===== src/rtl/core_bus_arbiter_pkg.sv =====
// Shared types and constants for core_bus_arbiter: FSM states, the latched
// memory request record and the fixed fetch size.
package core_bus_arbiter_pkg;

  localparam int ARB_ADDR_W = 64;
  localparam int ARB_DATA_W = 64;

  // Fetches are always single 32-bit words (log2 bytes = 2).
  localparam logic [2:0] MSIZE_WORD = 3'd2;

  typedef enum logic [1:0] {
    IDLE,
    BUSY_I,
    BUSY_D
  } arb_state_e;

  typedef struct packed {
    logic                  write;
    logic [ARB_ADDR_W-1:0] addr;
    logic [2:0]            size;
    logic [7:0]            strobe;
    logic [ARB_DATA_W-1:0] data;
  } mreq_t;

endpackage


===== src/rtl/core_bus_arbiter_req_latch.sv =====
// Request holding register: captures the granted master's request so the
// memory side sees stable fields for the whole transaction.
module arb_req_latch
  import core_bus_arbiter_pkg::*;
(
  input  logic  clk,
  input  logic  reset,
  input  logic  load,
  input  mreq_t d,
  output mreq_t q
);

  always_ff @(posedge clk) begin
    if (reset) begin
      q <= '0;
    end else if (load) begin
      q <= d;
    end
  end

endmodule


===== src/rtl/core_bus_arbiter.sv =====
// Merges the core's fetch and data buses onto one single-beat memory channel.
// Optional macro ARB_ROUND_ROBIN_EN alternates priority when both masters wait.
module core_bus_arbiter
  import core_bus_arbiter_pkg::*;
#(
  parameter int ADDR_W = 64,
  parameter int DATA_W = 64
) (
  input  logic              clk,
  input  logic              reset,
  input  logic              ireq_valid,
  input  logic [ADDR_W-1:0] ireq_addr,
  output logic              iresp_addr_ok,
  output logic              iresp_data_ok,
  output logic [31:0]       iresp_data,
  input  logic              dreq_valid,
  input  logic [ADDR_W-1:0] dreq_addr,
  input  logic [2:0]        dreq_size,
  input  logic [7:0]        dreq_strobe,
  input  logic [DATA_W-1:0] dreq_data,
  output logic              dresp_addr_ok,
  output logic              dresp_data_ok,
  output logic [DATA_W-1:0] dresp_data,
  output logic              mreq_valid,
  output logic              mreq_write,
  output logic [ADDR_W-1:0] mreq_addr,
  output logic [2:0]        mreq_size,
  output logic [7:0]        mreq_strobe,
  output logic [DATA_W-1:0] mreq_data,
  input  logic              mresp_ok,
  input  logic [DATA_W-1:0] mresp_data
);

  arb_state_e state;
  logic       grant_d;
  logic       grant_i;
  mreq_t      req_next;
  mreq_t      req_q;
  logic       complete;
  logic       i_done;
  logic       d_done;

`ifdef ARB_ROUND_ROBIN_EN
  // 1 = data was granted last, so fetch wins the next tie; reset favours data.
  logic last_grant;
`endif

  // NOTE: every signal driven here gets a default first so no latch is inferred.
  always_comb begin
    grant_d  = 1'b0;
    grant_i  = 1'b0;
    req_next = '0;
    if (state == IDLE) begin
`ifdef ARB_ROUND_ROBIN_EN
      grant_d = dreq_valid && (!ireq_valid || !last_grant);
`else
      grant_d = dreq_valid;
`endif
      grant_i = ireq_valid && !grant_d;
    end
    if (grant_d) begin
      req_next.write  = |dreq_strobe;
      req_next.addr   = ARB_ADDR_W'(dreq_addr);
      req_next.size   = dreq_size;
      req_next.strobe = dreq_strobe;
      req_next.data   = ARB_DATA_W'(dreq_data);
    end else if (grant_i) begin
      req_next.addr   = ARB_ADDR_W'(ireq_addr);
      req_next.size   = MSIZE_WORD;
    end
  end

  arb_req_latch u_req_latch (
    .clk   (clk),
    .reset (reset),
    .load  (grant_d || grant_i),
    .d     (req_next),
    .q     (req_q)
  );

  // NOTE: sequential state uses non-blocking assignments only.
  always_ff @(posedge clk) begin
    if (reset) begin
      state <= IDLE;
`ifdef ARB_ROUND_ROBIN_EN
      last_grant <= 1'b0;
`endif
    end else begin
      unique case (state)
        IDLE: begin
          if (grant_d) begin
            state <= BUSY_D;
          end else if (grant_i) begin
            state <= BUSY_I;
          end
`ifdef ARB_ROUND_ROBIN_EN
          if (grant_d || grant_i) begin
            last_grant <= grant_d;
          end
`endif
        end
        BUSY_I, BUSY_D: begin
          if (mresp_ok) begin
            state <= IDLE;
          end
        end
        default: state <= IDLE;
      endcase
    end
  end

  // A completion is only forwarded if its master still wants it; otherwise dropped.
  assign complete = (state != IDLE) && mresp_ok && !reset;
  assign i_done   = complete && (state == BUSY_I) && ireq_valid;
  assign d_done   = complete && (state == BUSY_D) && dreq_valid;

  assign iresp_addr_ok = i_done;
  assign iresp_data_ok = i_done;
  assign iresp_data    = !i_done ? 32'd0 :
                         req_q.addr[2] ? mresp_data[63:32] : mresp_data[31:0];

  assign dresp_addr_ok = d_done;
  assign dresp_data_ok = d_done;
  assign dresp_data    = d_done ? mresp_data : '0;

  assign mreq_valid  = (state != IDLE) && !reset;
  assign mreq_write  = req_q.write;
  assign mreq_addr   = req_q.addr[ADDR_W-1:0];
  assign mreq_size   = req_q.size;
  assign mreq_strobe = req_q.strobe;
  assign mreq_data   = req_q.data[DATA_W-1:0];

endmodule

===== config.mk =====
export PLATFORM = sky130hd
export DESIGN_NAME = core_bus_arbiter
export DESIGN_NICKNAME = d
export VERILOG_FILES = /design/src/rtl/core_bus_arbiter_pkg.sv /design/src/rtl/core_bus_arbiter_req_latch.sv /design/src/rtl/core_bus_arbiter.sv
export SDC_FILE = /design/constraint.sdc
export NUM_CORES = 1
export LEC_CHECK = 0
export ABC_AREA = 1
export CORE_AREA = 3 3 200 202
export CTS_BUF_LIST = sky130_fd_sc_hd__clkbuf_4
export CTS_CLUSTER_DIAMETER = 120
export CTS_CLUSTER_SIZE = 40
export DETAILED_ROUTE_END_ITERATION = 12
export DIE_AREA = 0 0 203 205
export HOLD_SLACK_MARGIN = 0.15
export PLACE_DENSITY = 0.59
export SETUP_SLACK_MARGIN = 0.3
export SYNTH_ARGS = -nofsm -noshare
export SYNTH_HDL_FRONTEND = slang
export SYNTH_HIERARCHICAL = 1
export SYNTH_SLANG_ARGS = --single-unit

===== constraint.sdc =====
create_clock -name clk -period 4.9 [get_ports clk]
set_clock_uncertainty 0.1 [all_clocks]
set_input_delay 0.98 -clock clk [delete_from_list [all_inputs] [get_ports clk]]
set_output_delay 0.98 -clock clk [all_outputs]
set_load 0.05 [all_outputs]

==> results of run 1 <==
[worst max-delay path, cell delays in order]
cell,delay (ps)
clkdlybuf4s50_1,530
nor2_2,150
nand2_1,70
inv_2,70
nand3_4,400
buf_12,370
nor2_1,200
buf_12,170
[logic make-up (layout without fill, tap and decap cells)]
kind of cell,count (synthesis),after routing
adders and majority gates,3,3
AOI/OAI and AO/OA,98,98
and+or+nand+nor,783,783
DFF,142,142
buffers and inverters,376,847
other,0,2
[flip-flops by register name, summed over array words and instances, names as in the netlist]
name and count:
state 2, u_req_latch/q 140
[Yosys cell counts (3+ instances only)]
cell type,count
nor2_1,436
nor2_2,50
buf_2,40
a22o_1,64
dfxtp_1,142
nand2_1,292
a21oi_1,34
nand3_1,3
clkbuf_1,11
buf_4,18
buf_6,18
inv_1,286
ha_1,3
[worst paths after layout]
| check | start | to | cells after the start |
|---|---|---|---|
| setup / recovery | reset | dresp_data[10] | 8 |
| setup reg to reg | state[0]$_SDFFE_PP0P_ | u_req_latch/q[77]$_SDFFE_PP0P_ | 9 |
| hold / removal | u_req_latch/q[57]$_SDFFE_PP0P_ | u_req_latch/q[57]$_SDFFE_PP0P_ | 2 |
| hold reg to reg | u_req_latch/q[57]$_SDFFE_PP0P_ | u_req_latch/q[57]$_SDFFE_PP0P_ | 2 |
[per-stage QoR]
stage                     std cells  total power, mW  utilization, %
after floorplan                1402            2.442               -
after global placement         2360            3.048           36.38
after detailed placement       2360            3.061           36.38
after CTS                      2391            3.933           37.16
after global routing           2393            4.115           37.17
final                          2393            3.862           37.17
[where the power goes]
part / internal, mW / total (mW) / switching (mW)
registers: 1.29 / 1.36 / 0.0748
clock network: 0.358 / 0.839 / 0.480
logic: 0.645 / 1.66 / 1.01
total: 2.29 / 3.86 / 1.57
[final cells by class]
type / count / share of cell area [%]
flip-flops and latches: 142 / 19.89
clock buffers: 18 / 0.9450
multi-input cells: 884 / 27.11
well taps: 518 / 4.532
repair buffers: 527 / 38.73
diodes: 2 / 0.03500
inverters: 289 / 7.603
clock inverters: 13 / 1.164
[metal layers]
metal	vias to the layer above	GRT usage [%]
li1	4949	-
met1	4199	17.05
met2	297	26.06
met3	44	6.420
met4	4	4.578
met5	-	0
==> results_dict.tcl, run 1 <==
set metrics [dict create \
    status "finished, final reports clean" \
    mostFrequentLayoutCell "nor2_1" \
    whs_ps 377.9 \
    slew_violations 0 \
    cp-end-kind "output port" \
    grt_max_degree 73 \
    min_period_ps 4038 \
    antenna_found_initial 4 \
    synth_cell_types 16 \
    hold_viol_final 0 \
    grt_pass1_wl_um 49650 \
    vias 9493 \
    crit_fanout 33 \
    yosys-top-cells-area "dfxtp_1 (34%), nor2_1 (20%), nand2_1 (13%), inv_1 (13%), a22o_1 (6.7%)" \
    setup_slack_ps 862.4 \
    m1WireLength_um 13320 \
    yosysWarnings 6 \
    drive_above_1_share_pct 10.89 \
    clk_latency_ps 570 \
    synth_area_leader_cell "dfxtp_1" \
    worst_pin_slew_ps 1215 \
    pre_cts_slack_ps 846.0 \
    place.gp.congestion 0.8929 \
    rows 72 \
    yosysSeqAreaShare_pct 34.05 \
    synth_cells 1402 \
    placed_area_um2 13990 \
    io_pins 513 \
    synth_top_family_by_area "simple AND/OR/NAND/NOR gates" \
    drv_cap 0 \
    dp.final_hpwl_um 25840 \
    numCtsBuffers 17 \
    start_kind "primary input" \
    firstDrtPassIters 8 \
    synthMuxAreaShare_pct 0 \
    nets 2136 \
    wl_met3_um 3229 \
    grt_usage_pct 15.14 \
    final.fill_count 4128 \
    grt_overflow_total 0 \
    reg2reg_slack_ps 2290 \
    rsz0062_at_grt "false" \
    arrival_ps 2960 \
    viasPerCell 3.967 \
    grt_pass1_vias 8904 \
    ir_drop_uv 132.7 \
    area_delta_synth_final_pct 71.30 \
    yosys.area_share.simple_pct 36.81 \
    syn_area_per_cell_um2 5.954 \
    die_area_um2 41620 \
    setup_viol_count_final 0 \
    cts_tree "yes" \
    seqCellArea_um2 2844 \
    clock_sinks 142 \
    routed.top_layer "met5" \
    die_w_um 203 \
    synth-main-ff-cell "dfxtp_1" \
    drt_iter0_markers 513 \
    cts_hold_repair.buffers 0 \
    coreArea_um2 38470 \
    cts_buffer_depth 2 \
    holdCritPathClass "reg2reg" \
    power.density_nw_per_um2 270.1 \
    async_flop_share_pct 0 \
    antenna_left 0 \
    remaining_drc_errors 0 \
    syn_nets 1677 \
    start_util_pct 21.70 \
    post_cts_buffers 0 \
    relSlewSlack_pct 18.98 \
    max_freq_ghz 0.2477 \
    dieHeight_um 205 \
    worstPathRequired_ps 3820 \
    crit_type "in2out" \
    wl_met2_um 15910 \
    cts_max_level 4 \
    wl_um 33210 \
    multiInputGateArea_um2 3876 \
    wl_per_cell_um 13.88 \
    cts_resized 0 \
    final_cell_mix "nor2_1 (435), clkdlybuf4s50_1 (412), nand2_1 (290), inv_1 (286), dfxtp_1 (141)" \
    final_area_um2 14300 \
    finalSetupTns_ps 0 \
    clk_pin_slew_ps 110 \
    synth.cell_area_um2 8348 \
    fin_crit_sh_pct 82.40 \
    synth-compound-area-share_pct 8.753 \
    synth-edff-count 0 \
    port_buffers 512 \
    cts_root_buf "clkbuf_4" \
    ys_ff_latch 142 \
    synth-xor-area-share_pct 0 \
    power_leakage_nw 6.913 \
    synth_fa_ha_area_share_pct 0.4496 \
    synth_top_cell_area_share_pct 34.05 \
]
Power figures use the tool's default switching activity.
==> inputs of run 2 (changes only) <==
--- a/config.mk
+++ b/config.mk
@@ -13,7 +13,7 @@
 export DETAILED_ROUTE_END_ITERATION = 12
 export DIE_AREA = 0 0 203 205
 export HOLD_SLACK_MARGIN = 0.15
-export PLACE_DENSITY = 0.59
+export PLACE_DENSITY = 0.61
 export SETUP_SLACK_MARGIN = 0.3
 export SYNTH_ARGS = -nofsm -noshare
 export SYNTH_HDL_FRONTEND = slang
==> constraint.sdc (replaced) <==
create_clock -name clk -period 3.28 [get_ports clk]
set_clock_uncertainty 0.1 [all_clocks]
set_input_delay 0.656 -clock clk [delete_from_list [all_inputs] [get_ports clk]]
set_output_delay 0.656 -clock clk [all_outputs]
set_load 0.05 [all_outputs]
==> run 2 against run 1 <==
Compared with the run above: critical path depth rose by 1; combinational power rose by 58%; largest cell class unchanged; flip-flop and latch count did not move; clock-buffer cell count fell by 1; register-to-register slack got worse by 1200 ps; first-iteration DRC count fell by 4.9%; die area did not move; largest power group unchanged.
==> results_dict.tcl, run 2 (synthesis results as in run 1) <==
set metrics [dict create \
    mostFrequentLayoutCell "clkdlybuf4s50_1" \
    relSlewSlack_pct 48.46 \
    coreArea_um2 38470 \
    final_cell_mix "clkdlybuf4s50_1 (411), nor2_1 (391), nand2_1 (289), inv_1 (282), dfxtp_1 (139)" \
    grt_overflow_total 0 \
    drv_cap 0 \
    placed_area_um2 14970 \
    setup_viol_count_final 0 \
    antenna_found_initial 6 \
    area_delta_synth_final_pct 92.60 \
    dieHeight_um 205 \
    rsz0062_at_grt "true" \
    hp-start "u_req_latch/q[60]$_SDFFE_PP0P_" \
    worstPathRequired_ps 2520 \
    firstDrtPassIters 5 \
    min_path_cells 2 \
    holdCritPathClass "reg2reg" \
    die_w_um 203 \
    largest_register_ffs 140 \
    reg2reg_slack_ps 1090 \
    min_period_ps 2999 \
    whs_ps 378.1 \
    finalSetupTns_ps 0 \
    clk_pin_slew_ps 140 \
    crit_slowest_cell "clkdlybuf4s50_1" \
    reg2reg_depth 11 \
    power.density_nw_per_um2 374.3 \
    cts_max_level 4 \
    numCtsBuffers 17 \
    grt_max_degree 79 \
    power_leakage_nw 7.355 \
    viasPerCell 4.028 \
    path_cells "clkdlybuf4s50_1 > nor2_4 > nand2_2 > inv_2 > nand3_4 > buf_8 > buf_12 > clkinvlp_4 > buf_12" \
    clk_latency_ps 560 \
    nets 2166 \
    rows 72 \
    r2r_end "u_req_latch/q[65]$_SDFFE_PP0P_" \
    r2r-start "state[0]$_SDFFE_PP0P_" \
    cp-end-kind "output port" \
    wl_per_cell_um 15.08 \
    grt_usage_pct 16.56 \
    remaining_drc_errors 0 \
    final_area_um2 16080 \
    cts_buffer_depth 2 \
    drt_iter0_markers 488 \
    drive_above_1_share_pct 15.13 \
    crit_type "in2out" \
    cts_tree "yes" \
    place.gp.congestion 0.8567 \
    start_util_pct 21.70 \
    critical_path_buf_inv_count 6 \
    max_freq_ghz 0.3334 \
    crit_fanout 13 \
    slew_violations 0 \
    arrival_ps 2240 \
    worst_pin_slew_ps 773.1 \
    regMostFlops "u_req_latch/q" \
    vias 9776 \
    cp_common_cell "buf_12" \
    die_area_um2 41620 \
    wl_um 36610 \
    largest_registers "u_req_latch/q: 140 flops, state: 2 flops" \
    cts_hold_repair.buffers 0 \
    dp.final_hpwl_um 28200 \
    antenna_left 0 \
    cts_root_buf "clkbuf_4" \
    hold_viol_final 0 \
    start_kind "primary input" \
    grt_pass1_wl_um 53670 \
    port_buffers 512 \
    fin_crit_sh_pct 91.44 \
    clock_sinks 142 \
    whs_endpoint "u_req_latch/q[60]$_SDFFE_PP0P_" \
    ir_drop_uv 279.5 \
    grt_pass1_vias 9261 \
    final.fill_count 3948 \
    critPathTopFamily "buffers and inverters" \
    cpPeakStageDelay_ps 570 \
    status "finished, final reports clean" \
    io_pins 513 \
]
## run 2: cell types whose count changed in the layout (fill, tap and decap cells not counted), sizes merged
cell           before  now
diode               2    5
inv               290  291
clkdlybuf4s50     412  411
clkbuf             18   19
bufinv              3    4
buf               115  144
## run 2: power breakdown
group	total (mW)	switching, mW	internal [mW]
clock	1.36	0.742	0.619
sequential	2.03	0.106	1.93
combinational	2.63	1.59	1.04
total	6.02	2.43	3.58
## run 2: area by class of cell
class / count / area [um^2] / share of cell area [%]
diodes: 5 / 12.51 / 0.07782
clock buffers: 17 / 127.6 / 0.7938
clock inverters: 15 / 210.2 / 1.307
inverters: 289 / 1095 / 6.809
multi-input cells: 884 / 4327 / 26.91
flip-flops and latches: 142 / 2846 / 17.70
well taps: 518 / 648.1 / 4.031
repair buffers: 557 / 6812 / 42.37
## run 2: worst min-delay path: stages (launching register included)
cell and delay [ps]:
dfxtp_1 340, nor2_1 80, nor2_1 50
## run 2: worst max-delay path by stage
stage / cells after the start / to / from
2_1_floorplan: 10 / dresp_data_ok / state[0]$_SDFFE_PP0P_
4_1_cts: 10 / dresp_data[2] / state[1]$_SDFFE_PP0P_
3_5_place_dp: 8 / dresp_data[2] / reset
3_3_place_gp: 8 / dresp_data[6] / reset
5_1_grt: 10 / dresp_data[47] / state[1]$_SDFFE_PP0P_
6_report: 9 / dresp_addr_ok / reset
## run 2: layer usage
metal	routed length [um]	vias up	GRT usage, %
met5	13	-	0
met4	1115	2	6.434
met3	2613	58	4.672
met2	17970	298	28.60
met1	14890	4393	19.45
li1	-	5025	-
## run 2: timing repair
| item | in CTS | in global routing |
|---|---|---|
| pin swaps | 3 | 8 |
| resized for setup | 58 | 75 |
| buffers inserted | 8 | 1 |
| endpoints found under the setup margin | 94 | 98 |
| gates cloned | 4 | 2 |
## run 2: through the flow
| stage | setup slack, ps | cells | util, % | power (mW) |
|---|---|---|---|---|
| global route | 205.1 | 2427 | 41.80 | 6.403 |
| global placement | 311.6 | 2375 | 38.92 | 4.639 |
| finish | 280.7 | 2427 | 41.80 | 6.019 |
| CTS | 267.7 | 2419 | 40.83 | 6.105 |
| floorplan | 410.2 | 1402 | - | 3.649 |
| detailed placement | 274.9 | 2375 | 38.92 | 4.658 |
==> inputs of run 3 (changes only) <==
--- a/config.mk
+++ b/config.mk
@@ -14,6 +14,7 @@
 export DIE_AREA = 0 0 203 205
 export HOLD_SLACK_MARGIN = 0.15
 export PLACE_DENSITY = 0.61
+export REMOVE_ABC_BUFFERS = 1
 export SETUP_SLACK_MARGIN = 0.3
 export SYNTH_ARGS = -nofsm -noshare
 export SYNTH_HDL_FRONTEND = slang
==> run 3 against run 2 <==
Compared with the run above: worst hold slack got worse by 42 ps; non-clock buffer count decreased by 8; power decreased by 0.13%; critical path depth increased by 1; final cell count decreased by 0.49%; sequential power about the same; first-iteration DRC count decreased by 19%; die area unchanged; worst setup slack improved by 150 ps; critical path type is now reg2out.
==> results_dict.tcl, run 3 (synthesis results as in run 1) <==
set metrics [dict create \
    status "finished, final reports clean" \
    setup_slack_ps 435.1 \
    min_period_ps 2845 \
    ir_drop_uv 234.2 \
    cp-startpoint "state[1]$_SDFFE_PP0P_" \
    slew_violations 0 \
    port_buffers 512 \
    power_leakage_nw 7.275 \
    die_area_um2 41620 \
    worstPathRequired_ps 2520 \
    finalSetupTns_ps 0 \
    cts_root_buf "clkbuf_4" \
    critPathTopFamily "buffers and inverters" \
    clk_pin_slew_ps 110 \
    nets 2158 \
    holdCritPathClass "in2reg" \
    coreArea_um2 38470 \
    drive_above_1_share_pct 14.73 \
    dieHeight_um 205 \
    grt_overflow_total 0 \
    start_kind "register" \
    reg2reg_slack_ps 1210 \
    cts_hold_repair.buffers 0 \
    critical_path_depth 10 \
    critical_path_buf_inv_count 5 \
    drt_iter0_markers 393 \
    seqCellArea_um2 2849 \
    grt_pass1_wl_um 49700 \
    drv_cap 0 \
    crit_fanout 8 \
    placed_area_um2 14880 \
    final_area_um2 15660 \
    wl_per_cell_um 14.21 \
    pre_cts_slack_ps 310.2 \
    cts_buffer_depth 2 \
    largest_register_ffs 140 \
    cpPeakStageDelay_ps 360 \
    grt_pass1_vias 8891 \
    grt_usage_pct 15.42 \
    dp.final_hpwl_um 26580 \
    final_cell_mix "clkdlybuf4s50_1 (410), nor2_1 (388), nand2_1 (289), inv_1 (282), dfxtp_1 (139)" \
    fin_crit_sh_pct 86.73 \
    cts_max_level 4 \
    final.fill_count 3966 \
    power.density_nw_per_um2 383.8 \
    crit_slowest_cell "dfxtp_2" \
    numCtsBuffers 17 \
    viasPerCell 3.928 \
    wl_um 34320 \
    reg2reg_depth 11 \
    die_w_um 203 \
    place.gp.congestion 0.9253 \
    io_pins 513 \
    multiInputGateArea_um2 4074 \
    r2r_end "u_req_latch/q[102]$_SDFFE_PP0P_" \
    setup_viol_count_final 0 \
    cts_tree "yes" \
    r2r-start "state[1]$_SDFFE_PP0P_" \
    hold_viol_final 0 \
    relSlewSlack_pct 60.40 \
    vias 9487 \
    rows 72 \
    max_freq_ghz 0.3515 \
    start_util_pct 21.70 \
    largest_registers "u_req_latch/q: 140 flops, state: 2 flops" \
    antenna_found_initial 2 \
    regMostFlops "u_req_latch/q" \
    cp-end-kind "output port" \
    min_path_cells 2 \
    clock_sinks 142 \
    crit_type "reg2out" \
    remaining_drc_errors 0 \
    rsz0062_at_grt "false" \
    antenna_left 0 \
    grt_max_degree 112 \
    firstDrtPassIters 5 \
    path_cells "inv_2 > ha_4 > nor2_4 > nand2_2 > inv_2 > nand3_4 > buf_4 > buf_12 > nor2_2 > buf_12" \
    critPathCapture "dresp_data[9]" \
    area_delta_synth_final_pct 87.62 \
    clk_latency_ps 560 \
    worst_pin_slew_ps 592.2 \
    mostFrequentLayoutCell "clkdlybuf4s50_1" \
    arrival_ps 2090 \
]
run 3: cell count changes in the layout (fill, tap and decap cells not counted), moves of 2 or more:
| cell | delta |
|---|---|
| nor2_2 | +55 |
| nor2_4 | -52 |
| buf_12 | -6 |
| buf_16 | -4 |
| inv_6 | -3 |
| nor2_1 | -3 |
| bufinv_16 | +2 |
| clkbuf_16 | +2 |
| clkinv_1 | +2 |
| diode_2 | -2 |
run 3: worst min path at each step:
stage | from | endpoint | slack [ps]
2_1_floorplan | state[1]$_SDFFE_PP0P_ | state[1]$_SDFFE_PP0P_ | 350
3_3_place_gp | u_req_latch/q[93]$_SDFFE_PP0P_ | u_req_latch/q[93]$_SDFFE_PP0P_ | 360
3_5_place_dp | u_req_latch/q[126]$_SDFFE_PP0P_ | u_req_latch/q[126]$_SDFFE_PP0P_ | 360
4_1_cts | u_req_latch/q[81]$_SDFFE_PP0P_ | u_req_latch/q[81]$_SDFFE_PP0P_ | 380
5_1_grt | reset | state[0]$_SDFFE_PP0P_ | 250
6_report | reset | state[1]$_SDFFE_PP0P_ | 340
run 3: power breakdown:
group	leakage (nW)	internal [mW]	total, mW	switching [mW]
Clock	0.187	0.755	1.42	0.664
Combinational	5.91	1.00	2.56	1.56
Sequential	1.18	1.93	2.03	0.107
run 3: what timing repair did:
item | in CTS | in global routing
endpoints found under the hold margin | 0 | 0
gates resized for setup | 53 | 26
pin swaps | 0 | 2
buffers inserted | 0 | 5
setup endpoints to repair | 101 | 100
gates cloned | 0 | 6
run 3: per-stage QoR:
step,utilization (%),hold WS [ps],power (mW),std cells
finish,40.72,336.6,6.011,2415
global route,40.72,245.4,6.380,2415
CTS,39.98,378.5,6.088,2401
detailed placement,38.69,361.3,4.614,2371
global placement,38.69,356.0,4.599,2371
floorplan,-,349.7,3.715,1315
run 3: layout make-up:
class | instances | area share, %
tap | 518 | 4.138
clock buffer | 18 | 0.8628
timing repair buffer | 549 | 42.36
multi-input combinational | 884 | 26.01
antenna | 3 | 0.04793
inverter | 289 | 6.990
clock inverter | 12 | 1.398
sequential | 142 | 18.19
run 3: per-layer routing:
layer / global-route usage (%) / routed length (um) / up-vias
li1: - / - / 4993
met1: 17.28 / 13840 / 4106
met2: 27.51 / 17000 / 338
met3: 5.530 / 2687 / 50
met4: 4.479 / 794 / 0
met5: 0 / 0 / -
